$ cat config.mk
export PLATFORM = sky130hd
export DESIGN_NAME = sfp_reset_seq
export DESIGN_NICKNAME = d
export VERILOG_FILES = /design/src/rtl/sfp_reset_pkg.sv /design/src/rtl/sync_bit.sv /design/src/rtl/sfp_reset_seq.sv
export SDC_FILE = /design/constraint.sdc
export NUM_CORES = 1
export LEC_CHECK = 0
export ABC_AREA = 1
export ABC_CLOCK_PERIOD_IN_PS = 2510
export CORE_MARGIN = 4
export CORE_UTILIZATION = 53
export DETAILED_ROUTE_END_ITERATION = 7
export PLACE_DENSITY = 0.89
export SLEW_MARGIN = 20
export SYNTH_ARGS = -nofsm -noshare
export SYNTH_HDL_FRONTEND = slang
export SYNTH_SLANG_ARGS = --single-unit
export TNS_END_PERCENT = 100
$ cat constraint.sdc
create_clock -name i_clk -period 2.51 [get_ports i_clk]
set_clock_uncertainty 0.1 [all_clocks]
set_input_delay 0.3765 -clock i_clk [delete_from_list [all_inputs] [get_ports i_clk]]
set_output_delay 0.3765 -clock i_clk [all_outputs]
set_load 0.005 [all_outputs]
$ cat src/rtl/sfp_reset_pkg.sv
// Shared constants for the SFP reset sequencer: state encoding and port widths.
package sfp_reset_pkg;

  localparam int unsigned STATE_W = 3;
  localparam int unsigned RETRY_W = 4;
  localparam int unsigned LOL_W   = 16;

  localparam logic [STATE_W-1:0] ST_GT_RST = 3'd0;
  localparam logic [STATE_W-1:0] ST_WAIT   = 3'd1;
  localparam logic [STATE_W-1:0] ST_SETTLE = 3'd2;
  localparam logic [STATE_W-1:0] ST_RUN    = 3'd3;
  localparam logic [STATE_W-1:0] ST_FAIL   = 3'd4;

  // Largest of three counts; sizes the shared state timer.
  function automatic int unsigned max3(input int unsigned a, input int unsigned b,
                                       input int unsigned c);
    int unsigned m;
    m = (a > b) ? a : b;
    return (m > c) ? m : c;
  endfunction

endpackage

$ cat src/rtl/sync_bit.sv
// Multi-flop synchronizer for a single asynchronous status bit; resets to 0.
module sync_bit #(
  parameter int unsigned SYNC_STAGES = 2
) (
  input  logic i_clk,
  input  logic i_reset,
  input  logic i_d,
  output logic o_q
);

  logic [SYNC_STAGES-1:0] sync_q;

  always_ff @(posedge i_clk or posedge i_reset) begin
    if (i_reset) sync_q <= '0;
    else         sync_q <= {sync_q[SYNC_STAGES-2:0], i_d};
  end

  assign o_q = sync_q[SYNC_STAGES-1];

endmodule

$ cat src/rtl/sfp_reset_seq.sv
// GT/MMCM reset sequencer with timeout retries and a latched fail state.
// Optional loss-of-lock counter enabled by defining SFP_RST_LOL_CNT_EN.
module sfp_reset_seq
  import sfp_reset_pkg::*;
#(
  parameter int unsigned SYNC_STAGES   = 2,
  parameter int unsigned HOLD_CYCLES   = 64,
  parameter int unsigned LOCK_TIMEOUT  = 500000,
  parameter int unsigned SETTLE_CYCLES = 256,
  parameter int unsigned MAX_RETRY     = 7
) (
  input  logic               i_clk,
  input  logic               i_reset,
  input  logic               i_resetdone,
  input  logic               i_mmcm_locked,
  input  logic               i_retry_req,
  output logic               o_gt_reset,
  output logic               o_core_reset,
  output logic               o_ready,
  output logic               o_fail,
  output logic [RETRY_W-1:0] o_retry_cnt,
  output logic [STATE_W-1:0] o_state,
  output logic [LOL_W-1:0]   o_lol_cnt
);

  localparam int unsigned TMR_MAX = max3(HOLD_CYCLES, LOCK_TIMEOUT, SETTLE_CYCLES);
  localparam int unsigned TMR_W   = (TMR_MAX > 1) ? $clog2(TMR_MAX) : 1;

  localparam logic [TMR_W-1:0]   HOLD_LAST   = TMR_W'(HOLD_CYCLES - 1);
  localparam logic [TMR_W-1:0]   LOCK_LAST   = TMR_W'(LOCK_TIMEOUT - 1);
  localparam logic [TMR_W-1:0]   SETTLE_LAST = TMR_W'(SETTLE_CYCLES - 1);
  localparam logic [RETRY_W-1:0] RETRY_MAX   = RETRY_W'(MAX_RETRY);

  logic               resetdone_s;
  logic               locked_s;
  logic               ok;
  logic [STATE_W-1:0] state_d;
  logic [TMR_W-1:0]   timer_q;
  logic [TMR_W-1:0]   timer_d;
  logic [RETRY_W-1:0] retry_d;
  logic               gt_reset_d;
  logic               core_reset_d;
  logic               ready_d;
  logic               fail_d;

  sync_bit #(.SYNC_STAGES(SYNC_STAGES)) u_sync_resetdone (
    .i_clk   (i_clk),
    .i_reset (i_reset),
    .i_d     (i_resetdone),
    .o_q     (resetdone_s)
  );

  sync_bit #(.SYNC_STAGES(SYNC_STAGES)) u_sync_locked (
    .i_clk   (i_clk),
    .i_reset (i_reset),
    .i_d     (i_mmcm_locked),
    .o_q     (locked_s)
  );

  assign ok = resetdone_s & locked_s;

  // Next state, retry count and outputs decoded from the next state.
  always_comb begin
    state_d = o_state;
    retry_d = o_retry_cnt;
    case (o_state)
      ST_GT_RST: if (timer_q == HOLD_LAST) state_d = ST_WAIT;
      ST_WAIT: begin
        if (ok) begin
          state_d = ST_SETTLE;
        end else if (timer_q == LOCK_LAST) begin
          retry_d = o_retry_cnt + RETRY_W'(1);
          state_d = (retry_d == RETRY_MAX) ? ST_FAIL : ST_GT_RST;
        end
      end
      ST_SETTLE: begin
        if (!ok) begin
          state_d = ST_GT_RST;
        end else if (timer_q == SETTLE_LAST) begin
          state_d = ST_RUN;
          retry_d = '0;
        end
      end
      ST_RUN: if (!ok) state_d = ST_GT_RST;
      ST_FAIL: begin
        if (i_retry_req) begin
          state_d = ST_GT_RST;
          retry_d = '0;
        end
      end
      default: state_d = ST_GT_RST;
    endcase

    timer_d      = (state_d != o_state) ? '0 : timer_q + TMR_W'(1);
    gt_reset_d   = (state_d == ST_GT_RST) || (state_d == ST_FAIL);
    core_reset_d = (state_d != ST_RUN);
    ready_d      = (state_d == ST_RUN);
    fail_d       = (state_d == ST_FAIL);
  end

  always_ff @(posedge i_clk or posedge i_reset) begin
    if (i_reset) begin
      o_state      <= ST_GT_RST;
      timer_q      <= '0;
      o_retry_cnt  <= '0;
      o_gt_reset   <= 1'b1;
      o_core_reset <= 1'b1;
      o_ready      <= 1'b0;
      o_fail       <= 1'b0;
    end else begin
      o_state      <= state_d;
      timer_q      <= timer_d;
      o_retry_cnt  <= retry_d;
      o_gt_reset   <= gt_reset_d;
      o_core_reset <= core_reset_d;
      o_ready      <= ready_d;
      o_fail       <= fail_d;
    end
  end

`ifdef SFP_RST_LOL_CNT_EN
  logic lol_event;

  assign lol_event = (o_state == ST_RUN) && (state_d == ST_GT_RST);

  // Saturating loss-of-lock counter, cleared only by i_reset.
  always_ff @(posedge i_clk or posedge i_reset) begin
    if (i_reset)                        o_lol_cnt <= '0;
    else if (lol_event && !(&o_lol_cnt)) o_lol_cnt <= o_lol_cnt + LOL_W'(1);
  end
`else
  assign o_lol_cnt = '0;
`endif

endmodule
==> results_dict.tcl, run 1 <==
set metrics [dict create \
    drtIter0Drc 58 \
    clkTransAtPathRegs_ns 0.10 \
    p_seq_share_pct 49.9 \
    clock_latency_ns 0.34 \
    finalPower_uw 1470 \
    grt_pass1_vias 1280 \
    die_y_um 68 \
    peakVddDrop_mv 0.464 \
    clockPowerShare_pct 20.2 \
    grt_antenna_before_repair 0 \
    h-tree-depth 2 \
    grtUsageTotal_pct 16.0 \
    start_util_pct 55.9 \
    drt-total-wl_um 3240 \
    drc 0 \
    routed_via_density 4.85 \
    grt_pass1_wl_um 5550 \
    fin_nets 249 \
    postRouteAntennaNets 0 \
    cts_max_path_buffers 2 \
    final_util_pct 61.6 \
    ctsResizeCount 0 \
    netlist_area_um2 1910 \
    cts.sinks 34 \
    rsz0062_at_grt "false" \
    min_path_cells 0 \
    p_int_uw 950 \
    dr_total_vias 1396 \
    avgSynthCellArea_um2 8.71 \
    multi_input_area_um2 885 \
    r2r_slack_ns 0.52 \
    leakage_uw 0.000971 \
    required_ns 2.63 \
    std_cell_rows 21 \
    netlist_instances 219 \
    yosysWarnings 0 \
    fin_setup_tns_ns 0 \
    worstSetupEndpoint "timer_q[4]" \
    slew_violations 0 \
    hpwlAfterDp_um 2380 \
    first_pass_iters 4 \
    post-cts-setup-buffers 0 \
    diodes 0 \
    path_max_fanout 19 \
    comb_power_share_pct 29.9 \
    post-place-ws_ns 0.532 \
    post_drt_wl_per_cell_um 11.2 \
    hold_viol 0 \
    hold_slack_ns 0.258 \
    syn_to_final_growth_pct 10.4 \
    cts_buffers 5 \
    place_congestion 0.888 \
    powerDensity_nw_per_um2 696 \
    cp-startpoint "timer_q[0]" \
    arrival_ns 2.11 \
    synth-seq-cells 34 \
    portBuffers 15 \
    hold_class "register to register" \
    r2r_end "timer_q[4]" \
    cts_hold_buf 0 \
    core_area_um2 3420 \
    switching_share_pct 35.2 \
    fp.dieW_um 68 \
    rr_worst_depth 12 \
    critPathKind "register to register" \
    status "completed" \
    mostFrequentLayoutCell "nand2_1" \
    drive_gt1_share_pct 15.7 \
    overflow 0 \
    final_cell_mix "nand2_1, nor2_1, dfrtp_1" \
    cap_violations 0 \
    ys_types 30 \
    post-route-period-util_pct 79.3 \
    postLayoutSetupSlackWorst_ns 0.521 \
    p_switching_uw 516 \
    grt_max_degree 35 \
    fill_cells 283 \
    cp-end-kind "register" \
    r2r_start "timer_q[0]" \
    fmax_ghz 0.503 \
    cts_root_buf "clkbuf_4" \
    cp-start-kind "register" \
    ios 32 \
    seq_area_um2 853 \
    synth_seq_area_share_pct 44.7 \
    cts_tree "yes" \
    period_needed_ns 1.99 \
    setup_viol 0 \
    die_area_um2 4620 \
]
layer usage:
metal	global-route usage [%]	wire [um]	up-vias
met5	0	0	-
met4	5.96	40	0
met3	4.43	184	5
met2	26.1	1580	39
met1	20.1	1430	649
li1	-	-	703
layout make-up:
type | instances | area share, %
tap | 46 | 2.73
multi-input combinational | 160 | 42.0
clock buffer | 5 | 1.78
timing repair buffer | 17 | 7.84
clock inverter | 3 | 1.01
inverter | 23 | 4.10
sequential | 34 | 40.5
per-stage QoR:
| step | area (um2) | instances |
|---|---|---|
| final | 2110 | 288 |
| after global routing | 2110 | 288 |
| after CTS | 2110 | 288 |
| after detailed placement | 2050 | 280 |
| after global placement | 2050 | 280 |
| after floorplan | 1960 | 234 |
power groups by stage:
stage	Clock (uW)	Combinational, uW	Sequential [uW]
6_report	297	438	731
5_1_grt	337	504	745
3_5_place_dp	0	439	742
4_1_cts	313	444	731
3_3_place_gp	0	423	738
2_1_floorplan	0	340	730
how the worst min path moves through the flow:
stage                                           from                         end  slack (ns)
after floorplan              u_sync_locked.sync_q[0]     u_sync_locked.sync_q[1]        0.23
after global placement       u_sync_locked.sync_q[0]     u_sync_locked.sync_q[1]        0.23
after detailed placement     u_sync_locked.sync_q[0]     u_sync_locked.sync_q[1]        0.23
after CTS                    u_sync_locked.sync_q[0]     u_sync_locked.sync_q[1]        0.26
after global routing      u_sync_resetdone.sync_q[0]  u_sync_resetdone.sync_q[1]        0.28
final                        u_sync_locked.sync_q[0]     u_sync_locked.sync_q[1]        0.26
critical path, cell delays in order (launching register included):
cell and delay, ns:
dfrtp_1 0.39, ha_1 0.21, nand2_1 0.10, nor2_2 0.13, inv_1 0.06, nor2_1 0.11
nand2_1 0.09, nand2_2 0.08, nand3_2 0.11, nand2_2 0.09, nand2_2 0.06, nand2_4 0.24
nor2_1 0.10
synth_stat cells:
master    instances  area share, %
xor2_1           12            5.5
nand3_2           1           0.52
or2_1             1           0.33
dfrtp_1          32             42
nor3b_1           1           0.39
nand2_2           3           0.98
nand3_1          15            3.9
buf_12            1            1.0
o21bai_1          1           0.39
nor2_1           32            6.3
nand2_4           1           0.59
nor4_1            1           0.33
conb_1            1           0.20
a31oi_1           1           0.33
nor3_2            1           0.52
a211oi_1          1           0.39
o21ai_0           4            1.0
xnor2_1           6            2.8
buf_4            16            6.3
nor2_4            3            1.8
nand4_1           6            2.0
ha_1              3            2.0
o21ai_2           1           0.46
nor3_4            1           0.85
nand2_1          34            6.7
inv_1            23            4.5
a31o_2            2           0.92
dfstp_2           2            2.8
or2_2             1           0.33
nor2_2           12            3.9
sequential cells by signal, summed over array words and instances, names as in the netlist:
signal / flops
o_fail: 1
u_sync_resetdone.sync_q: 2
o_ready: 1
o_state: 3
o_gt_reset: 1
o_core_reset: 1
u_sync_locked.sync_q: 2
o_retry_cnt: 4
timer_q: 19
cell families (layout without fill, tap and decap cells):
logic type / count (synthesis) / count (layout) / synth area share [%]
DFF: 34 / 34 / 44.7
xor gates and xnor gates: 18 / 18 / 8.26
buffers and inverters: 40 / 48 / 11.9
adders and majority gates: 3 / 3 / 1.97
AOI/OAI and AO/OA: 10 / 10 / 3.54
other: 1 / 16 / 0.197
and+or+nand+nor: 113 / 113 / 29.4
No activity file was read; power rests on OpenSTA's default activity.
==> run 2, diff against run 1 <==
--- a/config.mk
+++ b/config.mk
@@ -6,11 +6,11 @@
 export NUM_CORES = 1
 export LEC_CHECK = 0
 export ABC_AREA = 1
-export ABC_CLOCK_PERIOD_IN_PS = 2510
+export ABC_CLOCK_PERIOD_IN_PS = 1700
 export CORE_MARGIN = 4
-export CORE_UTILIZATION = 53
+export CORE_UTILIZATION = 48
 export DETAILED_ROUTE_END_ITERATION = 7
-export PLACE_DENSITY = 0.89
+export PLACE_DENSITY = 0.85
 export SLEW_MARGIN = 20
 export SYNTH_ARGS = -nofsm -noshare
 export SYNTH_HDL_FRONTEND = slang
==> constraint.sdc (replaced) <==
create_clock -name i_clk -period 1.7 [get_ports i_clk]
set_clock_uncertainty 0.1 [all_clocks]
set_input_delay 0.255 -clock i_clk [delete_from_list [all_inputs] [get_ports i_clk]]
set_output_delay 0.255 -clock i_clk [all_outputs]
set_load 0.005 [all_outputs]
==> results_dict.tcl, run 2 (synthesis results as in run 1) <==
set metrics [dict create \
    cts_tree "yes" \
    setup_viol 23 \
    die_area_um2 5050 \
    ios 32 \
    hpwlAfterDp_um 2890 \
    clock_latency_ns 0.29 \
    status "complete, but fails checks" \
    powerDensity_nw_per_um2 1150 \
    clkTransAtPathRegs_ns 0.07 \
    syn_to_final_growth_pct 37.0 \
    cp-start-kind "register" \
    violations "negative setup slack" \
    first_pass_iters 5 \
    place_congestion 0.878 \
    cp-end-kind "register" \
    rsz0062_at_grt "true" \
    leakage_uw 0.00125 \
    drc 0 \
    post-place-ws_ns -0.122 \
    postRouteAntennaNets 0 \
    cts.sinks 34 \
    start_util_pct 51.0 \
    std_cell_rows 22 \
    die_y_um 71.1 \
    post_drt_wl_per_cell_um 13.3 \
    post-route-period-util_pct 106 \
    cts_max_path_buffers 2 \
    fin_nets 287 \
    hold_class "input port to asynchronous set/reset pin" \
    postLayoutSetupSlackWorst_ns -0.104 \
    peakVddDrop_mv 0.906 \
    largest_reg_flops 19 \
    drive_gt1_share_pct 35.7 \
    cts_buffers 5 \
    critPathKind "register to register" \
    grt_antenna_before_repair 0 \
    mostFrequentLayoutCell "buf_4" \
    grtUsageTotal_pct 17.5 \
    final_util_pct 69.8 \
    fp.dieW_um 71.1 \
    final_cell_mix "buf_4, nand2_1, dfrtp_1" \
    period_needed_ns 1.80 \
    routed_via_density 4.93 \
    drt-total-wl_um 4350 \
    grt_max_degree 35 \
    required_ns 1.82 \
    overflow 0 \
    portBuffers 15 \
    drtIter0Drc 127 \
    slew_violations 0 \
    grt_pass1_vias 1622 \
    grt_pass1_wl_um 7040 \
    diodes 0 \
    finalPower_uw 2990 \
    cap_violations 0 \
    fmax_ghz 0.554 \
    hold_viol 0 \
    path_max_fanout 7 \
    dr_total_vias 1616 \
    top_register "timer_q" \
    arrival_ns 1.93 \
    cts_root_buf "clkbuf_8" \
    reg_top3 "timer_q: 19 flops, o_retry_cnt: 4 flops, o_state: 3 flops" \
    h-tree-depth 2 \
    core_area_um2 3740 \
]
[run 2: area by class of cell]
type	instances	area (um2)
clock buffers	5	68.8
multi-input cells	160	992
fillers	272	1130
repair buffers	55	484
well taps	48	60.1
flip-flops and latches	34	853
inverters	23	86.3
clock inverters	3	68.8
[run 2: stage by stage]
stage          instances  TNS (ns)  hold WS [ns]  instance area, um2
2_1_floorplan        234         0         0.186                1970
3_3_place_gp         313    -0.254         0.234                2300
3_5_place_dp         313     -1.90         0.239                2300
4_1_cts              324   -0.0229         0.258                2520
5_1_grt              328     -4.06         0.271                2610
6_report             328     -1.76         0.255                2610
[run 2: where the power goes]
| group | leakage, uW | internal [uW] | switching [uW] | total, uW |
|---|---|---|---|---|
| combinational | 0.000738 | 506 | 481 | 987 |
| clock | 0.0000683 | 587 | 310 | 897 |
| sequential | 0.000443 | 950 | 160 | 1110 |
[run 2: timing repair]
action / in CTS / in global routing
cloned: 0 / 1
gates resized for setup: 14 / 16
buffers inserted: 3 / 4
pin swaps: 4 / 6
hold buffers: 0 / 0
setup endpoints to repair: 25 / 24
[run 2: worst paths after layout]
path	start	endpoint	slack (ns)	cells past startpoint
setup / recovery	timer_q[0]	timer_q[8]	-0.10	10
min in group i_clk	u_sync_resetdone.sync_q[0]	u_sync_resetdone.sync_q[1]	0.26	0
setup reg to reg	timer_q[0]	timer_q[8]	-0.10	10
hold / removal	i_reset	timer_q[0]	0.26	3
hold reg to reg	u_sync_resetdone.sync_q[0]	u_sync_resetdone.sync_q[1]	0.26	0
max in group asynchronous	i_reset	o_core_reset	0.92	3
[run 2: routing by layer]
metal  routed length (um)  GRT usage, %  part of all wire (%)  vias up
li1                     -             -                     -      777
met1                 1730          21.2                    40      778
met2                 2330          29.9                    54       52
met3                  219          4.83                   5.0        9
met4                   72          6.47                   1.7        0
met5                    0             0                     0        -
[run 2: critical path: stages, from the launching register on]
cell and delay, ns:
dfrtp_1 0.41, ha_4 0.18, nand3_2 0.12, nor2_4 0.16
nand4_1 0.15, nand3_2 0.14, nand2_2 0.05, nand2_2 0.08
nand2_4 0.07, clkbuf_16 0.18, nor2_2 0.09
==> run 3, diff against run 2 <==
--- a/config.mk
+++ b/config.mk
@@ -11,7 +11,6 @@
 export CORE_UTILIZATION = 48
 export DETAILED_ROUTE_END_ITERATION = 7
 export PLACE_DENSITY = 0.85
-export SLEW_MARGIN = 20
 export SYNTH_ARGS = -nofsm -noshare
 export SYNTH_HDL_FRONTEND = slang
 export SYNTH_SLANG_ARGS = --single-unit
==> results of run 3 <==
The final DEF is identical to that of run 2; final timing and power are the same.
